### config.mk
export PLATFORM = sky130hd
export DESIGN_NAME = gb_alu_queue
export DESIGN_NICKNAME = d
export VERILOG_FILES = /design/src/rtl/gb_alu_queue.sv
export SDC_FILE = /design/constraint.sdc
export NUM_CORES = 1
export LEC_CHECK = 0
export CORE_MARGIN = 2
export CORE_UTILIZATION = 39
export CTS_CLUSTER_SIZE = 24
export DETAILED_ROUTE_END_ITERATION = 16
export GPL_ROUTABILITY_DRIVEN = 1
export GPL_TIMING_DRIVEN = 0
export SYNTH_ARGS = -nofsm -noshare
export SYNTH_HDL_FRONTEND = slang
export SYNTH_SLANG_ARGS = --single-unit
export TNS_END_PERCENT = 20
### constraint.sdc
create_clock -name clock -period 6.85 [get_ports clock]
set_clock_uncertainty 0.1 [all_clocks]
set_input_delay 0.685 -clock clock [delete_from_list [all_inputs] [get_ports clock]]
set_output_delay 0.685 -clock clock [all_outputs]
set_load 0.01 [all_outputs]
### src/rtl/gb_alu_queue.sv
// Game Boy ALU/INC opcode queue + executor; optional retire counter under GB_RETIRE_CNT_EN.
// Push at edge t executes at t+1 and is seen on probe after t+2. ready = !full; stall holds execution only.
module gb_alu_queue #(
  parameter int DATA_W     = 8,
  parameter int FIFO_DEPTH = 4
) (
  input  logic              clock,
  input  logic              reset,
  input  logic              valid,
  output logic              ready,
  input  logic [7:0]        instruction,
  input  logic              stall,
  input  logic [2:0]        probe_sel,
  output logic [DATA_W-1:0] probe,
  output logic [3:0]        flags,
  output logic              err
`ifdef GB_RETIRE_CNT_EN
  ,
  output logic [15:0]       retired
`endif
);

  localparam int PTR_W = $clog2(FIFO_DEPTH);

  logic [7:0]        mem_q [FIFO_DEPTH];
  logic [PTR_W:0]    wr_ptr_q, rd_ptr_q;
  logic [DATA_W-1:0] regs_q [8];
  logic [DATA_W-1:0] regs_d [8];
  logic [3:0]        flags_q, flags_d;
  logic              err_q, err_d;
  logic [DATA_W-1:0] probe_q;

  logic              empty, full, push, pop;
  logic [7:0]        op;
  logic              is_alu, is_inc, illegal;
  logic [DATA_W-1:0] acc, src, dst, res, inc_res;
  logic [DATA_W:0]   wide, cin_w;
  logic [4:0]        half, cin5;
  logic              cin;

  assign empty = (wr_ptr_q == rd_ptr_q);
  assign full  = (wr_ptr_q[PTR_W] != rd_ptr_q[PTR_W]) &&
                 (wr_ptr_q[PTR_W-1:0] == rd_ptr_q[PTR_W-1:0]);
  assign ready = !full;
  assign push  = valid && !full;
  assign pop   = !empty && !stall;

  assign op      = mem_q[rd_ptr_q[PTR_W-1:0]];
  assign is_alu  = (op[7:6] == 2'b10);
  assign is_inc  = (op[7:6] == 2'b00) && (op[2:0] == 3'b100);
  // Index 6 is the (HL) memory operand, which this core does not model.
  assign illegal = (is_alu && op[2:0] == 3'd6) || (is_inc && op[5:3] == 3'd6);

  assign acc     = regs_q[7];
  assign src     = regs_q[op[2:0]];
  assign dst     = regs_q[op[5:3]];
  assign inc_res = dst + {{(DATA_W-1){1'b0}}, 1'b1};
  // Carry-in only for ADC/SBC (alu op 001/011).
  assign cin     = !op[5] && op[3] && flags_q[0];
  assign cin_w   = {{DATA_W{1'b0}}, cin};
  assign cin5    = {4'b0000, cin};

  always_comb begin
    regs_d  = regs_q;
    flags_d = flags_q;
    err_d   = err_q;
    wide    = '0;
    half    = '0;
    res     = '0;
    if (pop) begin
      if (illegal) begin
        err_d = 1'b1;
      end else if (is_alu) begin
        case (op[5:3])
          3'd0, 3'd1: begin
            wide    = {1'b0, acc} + {1'b0, src} + cin_w;
            half    = {1'b0, acc[3:0]} + {1'b0, src[3:0]} + cin5;
            res     = wide[DATA_W-1:0];
            flags_d = {res == '0, 1'b0, half[4], wide[DATA_W]};
            regs_d[7] = res;
          end
          3'd2, 3'd3, 3'd7: begin
            wide    = {1'b0, acc} - {1'b0, src} - cin_w;
            half    = {1'b0, acc[3:0]} - {1'b0, src[3:0]} - cin5;
            res     = wide[DATA_W-1:0];
            flags_d = {res == '0, 1'b1, half[4], wide[DATA_W]};
            if (op[5:3] != 3'd7) regs_d[7] = res;
          end
          3'd4: begin
            res     = acc & src;
            flags_d = {res == '0, 1'b0, 1'b1, 1'b0};
            regs_d[7] = res;
          end
          3'd5: begin
            res     = acc ^ src;
            flags_d = {res == '0, 3'b000};
            regs_d[7] = res;
          end
          default: begin
            res     = acc | src;
            flags_d = {res == '0, 3'b000};
            regs_d[7] = res;
          end
        endcase
      end else if (is_inc) begin
        regs_d[op[5:3]] = inc_res;
        flags_d = {inc_res == '0, 1'b0, dst[3:0] == 4'hF, flags_q[0]};
      end
    end
  end

  always_ff @(posedge clock) begin
    if (push) mem_q[wr_ptr_q[PTR_W-1:0]] <= instruction;
  end

  always_ff @(posedge clock) begin
    if (!reset) begin
      wr_ptr_q <= '0;
      rd_ptr_q <= '0;
      flags_q  <= '0;
      err_q    <= 1'b0;
      probe_q  <= '0;
      regs_q[0] <= DATA_W'(1);
      regs_q[1] <= DATA_W'(2);
      regs_q[2] <= DATA_W'(3);
      regs_q[3] <= DATA_W'(4);
      regs_q[4] <= DATA_W'(5);
      regs_q[5] <= DATA_W'(6);
      regs_q[6] <= '0;
      regs_q[7] <= '0;
    end else begin
      if (push) wr_ptr_q <= wr_ptr_q + 1'b1;
      if (pop)  rd_ptr_q <= rd_ptr_q + 1'b1;
      regs_q  <= regs_d;
      flags_q <= flags_d;
      err_q   <= err_d;
      probe_q <= (probe_sel == 3'd6) ? {{(DATA_W-4){1'b0}}, flags_q} : regs_q[probe_sel];
    end
  end

  assign probe = probe_q;
  assign flags = flags_q;
  assign err   = err_q;

`ifdef GB_RETIRE_CNT_EN
  logic [15:0] retired_q;
  always_ff @(posedge clock) begin
    if (!reset) begin
      retired_q <= '0;
    end else if (pop && !illegal && retired_q != 16'hFFFF) begin
      retired_q <= retired_q + 16'd1;
    end
  end
  assign retired = retired_q;
`endif

endmodule

# Word level (Yosys, flattened, before mapping)
# Memories as Yosys holds them, arrays and structs flattened. A register that Yosys moved wholly into a read port is not among the register bits.
# Index checks and enable logic that the tools add are counted.
# totals
out_inout_bits	14
register_bits	83
memories	1
inputBits	15
ramBits	32
# classes
magnitude_cmp	4
n_eq_ne	17
n_bitwise	9
add_sub_neg	11
reduce_logical	31
mux	24
# memory_table
name	words	width	read_ports	rd_clocked_by_memory_dff	wr	line_no	text
mem_q	4	8	1	1	1	25	logic [7:0] mem_q [FIFO_DEPTH];
# ops
cell	n
two-way mux 8 bit	10
binary-select mux 8 bit (select 3 bit)	3
bitwise mux 64 bit	1
zero test 8 bit	6
one-hot mux 8 bit (4 select lines)	1
demux 8 bit (select 3 bit)	1
equality test 3 bit (second input constant)	7
one-hot mux 4 bit (4 select lines)	1
greater-or-equal comparator 4 bit (second input constant)	3
two-way mux 4 bit	3
NOT 3 -> 4 bit	3
adder 8 x 8 -> 9 bit	1
adder 9 x 1 -> 9 bit	1
logical AND 1 bit	9
subtractor 8 x 8 -> 9 bit	1
subtractor 9 x 1 -> 9 bit	1
adder 8 x 1 -> 8 bit (second input constant)	1
bitwise AND 8 bit	1
OR 8 bit	1
AND reduction 4 bit	2
XOR 8 bit	1
adder 3 x 1 -> 3 bit (second input constant)	2
equality test 3 x 2 -> 1 bit (second input constant)	2
inequality test 3 bit (second input constant)	2
23 further kinds	32

# Depth between registers and ports, before layout
# Gate-level depths: netlist of run 1.
# depth
ltp_word	9
mapped_depth	21
depth_no_buf	16

# Least setup slack after synthesis of run 1
# No wires, ideal clock.
# synth_path
path_type	reg-to-reg
from	register with a tool-made name
to	register flags_q[3], in the netlist flags[3]
stages_incl_launch_ff	18
setup_slack_ps	2082
required_ps	6654
setup_ps	96
arrival_ps	4572
cell_sequence	dfxtp_1 buf_6 mux4_2 buf_2 buf_1 mux4_2 mux2_2 fa_1 fa_1 nand2_1 a21oi_1 xnor2_1 nand2b_1 or4_1 o41a_1 o41ai_1 a32oi_1 o41ai_2
# synth_lines
element	line_no	text
to (signal assigned)	135	flags_q <= flags_d;
to (decl)	29	logic [3:0] flags_q, flags_d;

==> results of run 1 <==
## cells in the final DEF (no fill, tap or decap), types with 8 or more instances in the layout
master / count
dfxtp_1: 85
inv_1: 49
nand2_1: 45
xnor2_1: 17
buf_2: 8
clkdlybuf4s50_1: 24
edfxtp_1: 32
mux2i_1: 65
clkbuf_1: 20
mux4_2: 38
xor2_1: 8
clkbuf_16: 17
o21ai_0: 21
mux2_2: 13
nor3_1: 11
and2_1: 8
a21oi_1: 26
nand3_1: 19
nor2_1: 78
ha_1: 36
## registers in the layout (all words and copies together), names as in the netlist, named ones only
register and cells:
regs_q 56, probe 8, rd_ptr_q 3, wr_ptr_q 3
err 1, acc 8, mem_q 32, flags 4
## metrics by stage
stage	cell area (µm²)	util	hold slack [ns]	total power [mW]
floorplan	7550	-	0.339	1.46
global placement	8120	0.431	0.360	1.70
detailed placement	8120	0.431	0.365	1.70
CTS	8660	0.460	0.379	2.53
global route	8660	0.460	0.393	2.66
finish	8660	0.460	0.378	2.53
## worst max path at each step
stage / start / to / cells after the start
2_1_floorplan: flop / flags[3]$_SDFFE_PN0P_ / 17
3_3_place_gp: flop / flags[3]$_SDFFE_PN0P_ / 18
3_5_place_dp: flop / flags[3]$_SDFFE_PN0P_ / 18
4_1_cts: flop / flags[3]$_SDFFE_PN0P_ / 18
5_1_grt: flop / flags[3]$_SDFFE_PN0P_ / 18
6_report: flop / flags[3]$_SDFFE_PN0P_ / 18
## area by class of cell
class                      count  area share
buffer                        40      0.0260
clock buffer                  17      0.0491
clock inverter                15      0.0142
inverter                      50      0.0217
multi-input combinational    513       0.516
sequential                   117       0.307
tap                          260      0.0376
timing repair buffer          24      0.0277
## report_power, final
group          total, mW  switching, mW  internal, mW
sequential         0.752         0.0187         0.734
combinational      0.943          0.563         0.380
clock              0.833          0.363         0.470
total               2.53          0.945          1.58
## routing by layer
layer  vias to the layer above  part of all wire
met3                        38             0.060
met2                       196              0.46
met4                         0             0.026
li1                       2725                 -
met1                      2814              0.45
met5                         -                 0
## synth_stat cells (7+ instances only)
| library cell | number | area, µm² |
|---|---|---|
| a21oi_1 | 26 | 130 |
| buf_2 | 8 | 40.0 |
| o21ai_0 | 21 | 105 |
| dfxtp_1 | 85 | 1700 |
| xnor2_1 | 17 | 149 |
| a31oi_1 | 7 | 43.8 |
| and2_1 | 8 | 50.1 |
| ha_1 | 36 | 450 |
| nor2_1 | 78 | 293 |
| clkbuf_1 | 20 | 75.1 |
| mux2i_1 | 65 | 651 |
| mux2_2 | 13 | 146 |
| nor2b_1 | 7 | 43.8 |
| mux4_2 | 38 | 856 |
| nor3_1 | 11 | 55.1 |
| xor2_1 | 8 | 70.1 |
| nand3_1 | 19 | 95.1 |
| nand2_1 | 45 | 169 |
| edfxtp_1 | 32 | 961 |
| inv_1 | 49 | 184 |
## cells by family after synthesis
logic type      share of synthesized area
flops                               0.353
simple gates                        0.129
fa+ha+maj                          0.0703
mux                                 0.253
compound gates                      0.104
buf+inv                            0.0547
xor+xnor                           0.0370
## critical path, stage by stage (launching register included)
cell and delay (ns):
dfxtp_1 0.33, buf_6 0.16, mux4_1 0.33, clkbuf_1 0.54
clkbuf_1 0.64, mux4_2 0.44, mux2_2 0.34, fa_1 0.54
inv_1 0.07, ha_1 0.17, o21ai_0 0.24, nand3_1 0.14
xnor2_1 0.29, nand2b_1 0.09, or4_1 0.42, o41a_1 0.34
o41ai_1 0.10, a32oi_1 0.12, o41ai_2 0.07
==> run_results.csv, run 1 <==
group,metric,value,unit
logic_synthesis,synthFlopType,"dfxtp_1",
timing,relSlewSlack,0.283,
floorplan,placementRows,50,
logic_synthesis,syn_nets,775,
logic_synthesis,syn_area,0.00755,mm²
grt,grt_pass1_vias,5705,
cts,cts_setup_buffers,0,
hold_path,hold_depth,1,
logic_synthesis,avgSynthCellArea,10.5,µm²
floorplan,chipHeight,143,µm
grt,grt_usage,0.210,
finish,multi_input_area,0.00447,mm²
floorplan,start_util,0.401,
cts,cts_inserted_buffers,17,
logic_synthesis,ys_warn_count,0,
placement,place.gp.congestion,0.887,
timing,period_minus_slack,5.59,ns
grt,grt_util_met1,0.283,
cts,cts_sinks,117,
placement,dp_slack,1.24,ns
cts,h-tree-depth,4,
timing,drv_slew,0,
logic_synthesis,async_flop_share,0,
timing,fin_crit_sh,0.816,
grt,grt_pass1_wl,32600,µm
timing,rsz0062_at_grt,"false",
grt,use_met3,0.0456,
hold_path,hold_end,"regs_q[14]$_SDFFE_PN0P_",
detailed_routing,drc,0,
placement,port_buffers,24,
floorplan,die-area,0.0205,mm²
finish,final_cell_count_no_fill,1036,
floorplan,die_w,143,µm
cts,cts_tree,"yes",
worst_setup_path,cp.required,7.07,ns
placement,hpwl,15100,µm
worst_setup_path,worstSetupPathType,"flop to flop",
finish,diodes,0,
timing,setup_violations,0,
grt,grt.met2_usage,0.333,
timing,tns,0,ns
cts,root_buffer,"clkbuf_16",
cts,worstSkewPairLatency,0.42,ns
cts,cts_resized,0,
worst_setup_path,rr_worst_depth,18,
power,powerDensity,292,mW/mm²
grt,grt_overflow,0,
detailed_routing,drtPass1Iterations,6,
logic_synthesis,synth_cell_type_count,71,
finish,num-nets-final,818,
floorplan,core_area,0.0188,mm²
worst_setup_path,rrSetupSlack,1.26,ns
cts,hold_buffers,0,
floorplan,ios,29,
hold_path,hold_start,"regs_q[14]$_SDFFE_PN0P_",
job,maxCapViolCount,0,
timing,fmax,179,MHz
timing,final.setup.worst_slack,1.26,ns
detailed_routing,detail_route.wl_per_cell,19.7,µm
logic_synthesis,synth_seq_area_share,0.353,
worst_setup_path,worstPathArrival,5.81,ns
finish,drive_gt1_frac,0.162,
detailed_routing,vias_per_cell,5.57,
worst_setup_path,critPathMaxFanout,10,
logic_synthesis,synth_edf_count,32,
logic_synthesis,ys_ff_latch,117,
power,irDropWorstVdd,0.178,mV
finish,fill_cells,1768,
worst_setup_path,crit_path_start_kind,"flop",
grt,grt_max_degree,17,
detailed_routing,initialDrtViolationCount,446,
hold_path,hp-class,"flop to flop",
power,leakage,3.41,nW
grt,busiest_layer,"met2",
cts,clockBufferDepth,2,
worst_setup_path,setup.worst_path.end_class,"flop",
timing,hold_viol_final,0,
finish,area_growth,14.7,%
detailed_routing,vias,5773,
status,status,"completed",
timing,tightestPinTransition,1.07,ns
grt,antenna_found_initial,0,
cts,clkSlewWorstSetupHoldPaths,0.06,ns
worst_setup_path,r2r_end,"flags[3]$_SDFFE_PN0P_",
detailed_routing,routed_wl,20400,µm
logic_synthesis,synth_cells,720,
detailed_routing,ant_nets,0,
finish,seqCellArea,0.00266,mm²
placement,dp_cells,1004,
Power figures use the tool's default switching activity.
==> run 2: changes to the inputs <==
Clock period 6.85 ns to 5 ns, I/O delays scaled along.
==> run 2 against run 1 <==
Register-to-register slack got worse by 1.1 ns; via count increased by 0.68%; fmax increased by 15%; sequential share of layout area decreased by 0.18 points; flip-flop and latch count unchanged; first-iteration DRC count decreased by 1.1%; critical path depth unchanged; clock power increased by 37%; critical path type unchanged.
==> run_results.csv, run 2 (same netlist as run 1, synthesis figures left out) <==
group,metric,value,unit
job,maxCapViolCount,0,
power,pwr-share-comb,0.383,
cts,clockBufferDepth,2,
grt,grt_max_degree,17,
placement,port_buffers,24,
grt,grt_overflow,0,
finish,area_growth,15.5,%
finish,num-nets-final,817,
detailed_routing,drc,0,
cts,h-tree-depth,4,
grt,grt_pass1_wl,32600,µm
finish,top_register,"regs_q",
timing,fmax,206,MHz
floorplan,placementRows,50,
floorplan,die-area,0.0205,mm²
power,irDropWorstVdd,0.253,mV
worst_setup_path,rrSetupSlack,0.16,ns
cts,worstSkewPairLatency,0.43,ns
finish,diodes,0,
detailed_routing,drtPass1Iterations,5,
power,powerDensity,404,mW/mm²
detailed_routing,detail_route.wl_per_cell,19.8,µm
finish,multi_input_area,0.00451,mm²
detailed_routing,vias,5812,
placement,dp_slack,-0.607,ns
finish,final_common_cell,"dfxtp_1",
timing,relSlewSlack,0.297,
detailed_routing,routed_wl,20500,µm
grt,grt_usage,0.210,
power,swShare,0.373,
finish,final_cell_area,0.00872,mm²
detailed_routing,vias_per_cell,5.62,
hold_path,hp-class,"flop to flop",
power,seqPwrFrac,0.293,
worst_setup_path,worstPathArrival,5.07,ns
timing,fin_crit_sh,0.969,
floorplan,core_area,0.0188,mm²
timing,drv_slew,0,
worst_setup_path,worstSetupPathType,"flop to flop",
cts,cts_inserted_buffers,17,
power,p_sw,1.31,mW
grt,antenna_found_initial,0,
cts,hold_buffers,0,
worst_setup_path,critPathMaxFanout,10,
timing,tightestPinTransition,1.05,ns
placement,dpl_cell_area,0.00812,mm²
floorplan,die_w,143,µm
detailed_routing,initialDrtViolationCount,441,
finish,seqCellArea,0.00266,mm²
finish,layout_common_cells,"dfxtp_1 (84), nor2_1 (78), mux2i_1 (65)",
floorplan,start_util,0.401,
floorplan,ios,29,
finish,final_cell_count_no_fill,1035,
cts,cts_sinks,117,
power,leakage,3.44,nW
finish,fill_cells,1767,
detailed_routing,ant_nets,0,
worst_setup_path,crit_path_start_kind,"flop",
placement,dp_cells,1004,
worst_setup_path,cp.required,5.23,ns
placement,place.gp.congestion,0.887,
power,power.internal,2.21,mW
timing,setup_violations,0,
finish,largest_reg_flops,56,
timing,final.setup.worst_slack,0.156,ns
status,status,"completed",
timing,period_minus_slack,4.84,ns
worst_setup_path,setup.worst_path.end_class,"flop",
cts,clkSlewWorstSetupHoldPaths,0.06,ns
placement,hpwl,15100,µm
timing,hold_viol_final,0,
finish,drive_gt1_frac,0.181,
cts,root_buffer,"clkbuf_16",
cts,cts_tree,"yes",
grt,grt_pass1_vias,5695,
power,p_clk_frac,0.324,
floorplan,chipHeight,143,µm
-- run 2: area by class of cell --
cell class | count | share of cell area
inverters | 50 | 0.0215
clock buffers | 17 | 0.0488
flip-flops and latches | 117 | 0.306
multi-input cells | 513 | 0.517
repair buffers | 25 | 0.0284
clock inverters | 15 | 0.0141
plain buffers | 38 | 0.0276
well taps | 260 | 0.0373
-- run 2: what timing repair did --
item                                    in CTS  in global routing
buffers inserted                             0                  1
gates resized for setup                     12                 13
endpoints found under the setup margin       7                  6
gates cloned                                 0                  0
pin swaps                                    0                  2
-- run 2: path summary, 6_finish.rpt --
check,depth (start not counted),end,from
max,18,flags[3]$_SDFFE_PN0P_,flop
min,1,regs_q[14]$_SDFFE_PN0P_,regs_q[14]$_SDFFE_PN0P_
max reg2reg,18,flags[3]$_SDFFE_PN0P_,flop
min reg2reg,1,regs_q[14]$_SDFFE_PN0P_,regs_q[14]$_SDFFE_PN0P_
-- run 2: per-stage QoR --
| stage | total power [mW] | hold slack [ns] | utilization | setup TNS, ns |
|---|---|---|---|---|
| 3_3_place_gp | 2.33 | 0.360 | 0.431 | -2.39 |
| 3_5_place_dp | 2.33 | 0.365 | 0.431 | -2.44 |
| 6_report | 3.52 | 0.380 | 0.463 | 0 |
| 5_1_grt | 3.70 | 0.393 | 0.463 | -0.0363 |
| 2_1_floorplan | 2.00 | 0.339 | - | 0 |
| 4_1_cts | 3.49 | 0.379 | 0.461 | 0 |
-- run 2: power by group through the flow --
stage | registers [mW] | logic, mW | clock network [mW]
2_1_floorplan | 1.04 | 0.953 | 0
3_3_place_gp | 1.05 | 1.28 | 0
3_5_place_dp | 1.05 | 1.28 | 0
4_1_cts | 1.03 | 1.30 | 1.15
5_1_grt | 1.04 | 1.46 | 1.20
6_report | 1.03 | 1.35 | 1.14
-- run 2: worst max-delay path, stage by stage (launching register included) --
cell and delay [ns]:
dfxtp_2 0.37, buf_12 0.15, mux4_2 0.49, buf_4 0.21, buf_6 0.18, mux4_2 0.47
mux2_2 0.34, fa_1 0.54, inv_1 0.08, ha_1 0.19, o21ai_2 0.14, nand3_1 0.14
xnor2_2 0.24, nand2b_1 0.07, or4_1 0.42, o41a_1 0.36, o41ai_2 0.08, a32oi_1 0.11
o41ai_2 0.07
-- run 2: metal layers --
metal / share of wire / GRT usage / vias to the layer above / wire length [µm]
li1: - / - / 2726 / -
met1: 0.45 / 0.284 / 2841 / 9170
met2: 0.47 / 0.333 / 206 / 9540
met3: 0.060 / 0.0466 / 39 / 1230
met4: 0.026 / 0.0735 / 0 / 537
met5: 0 / 0 / - / 0
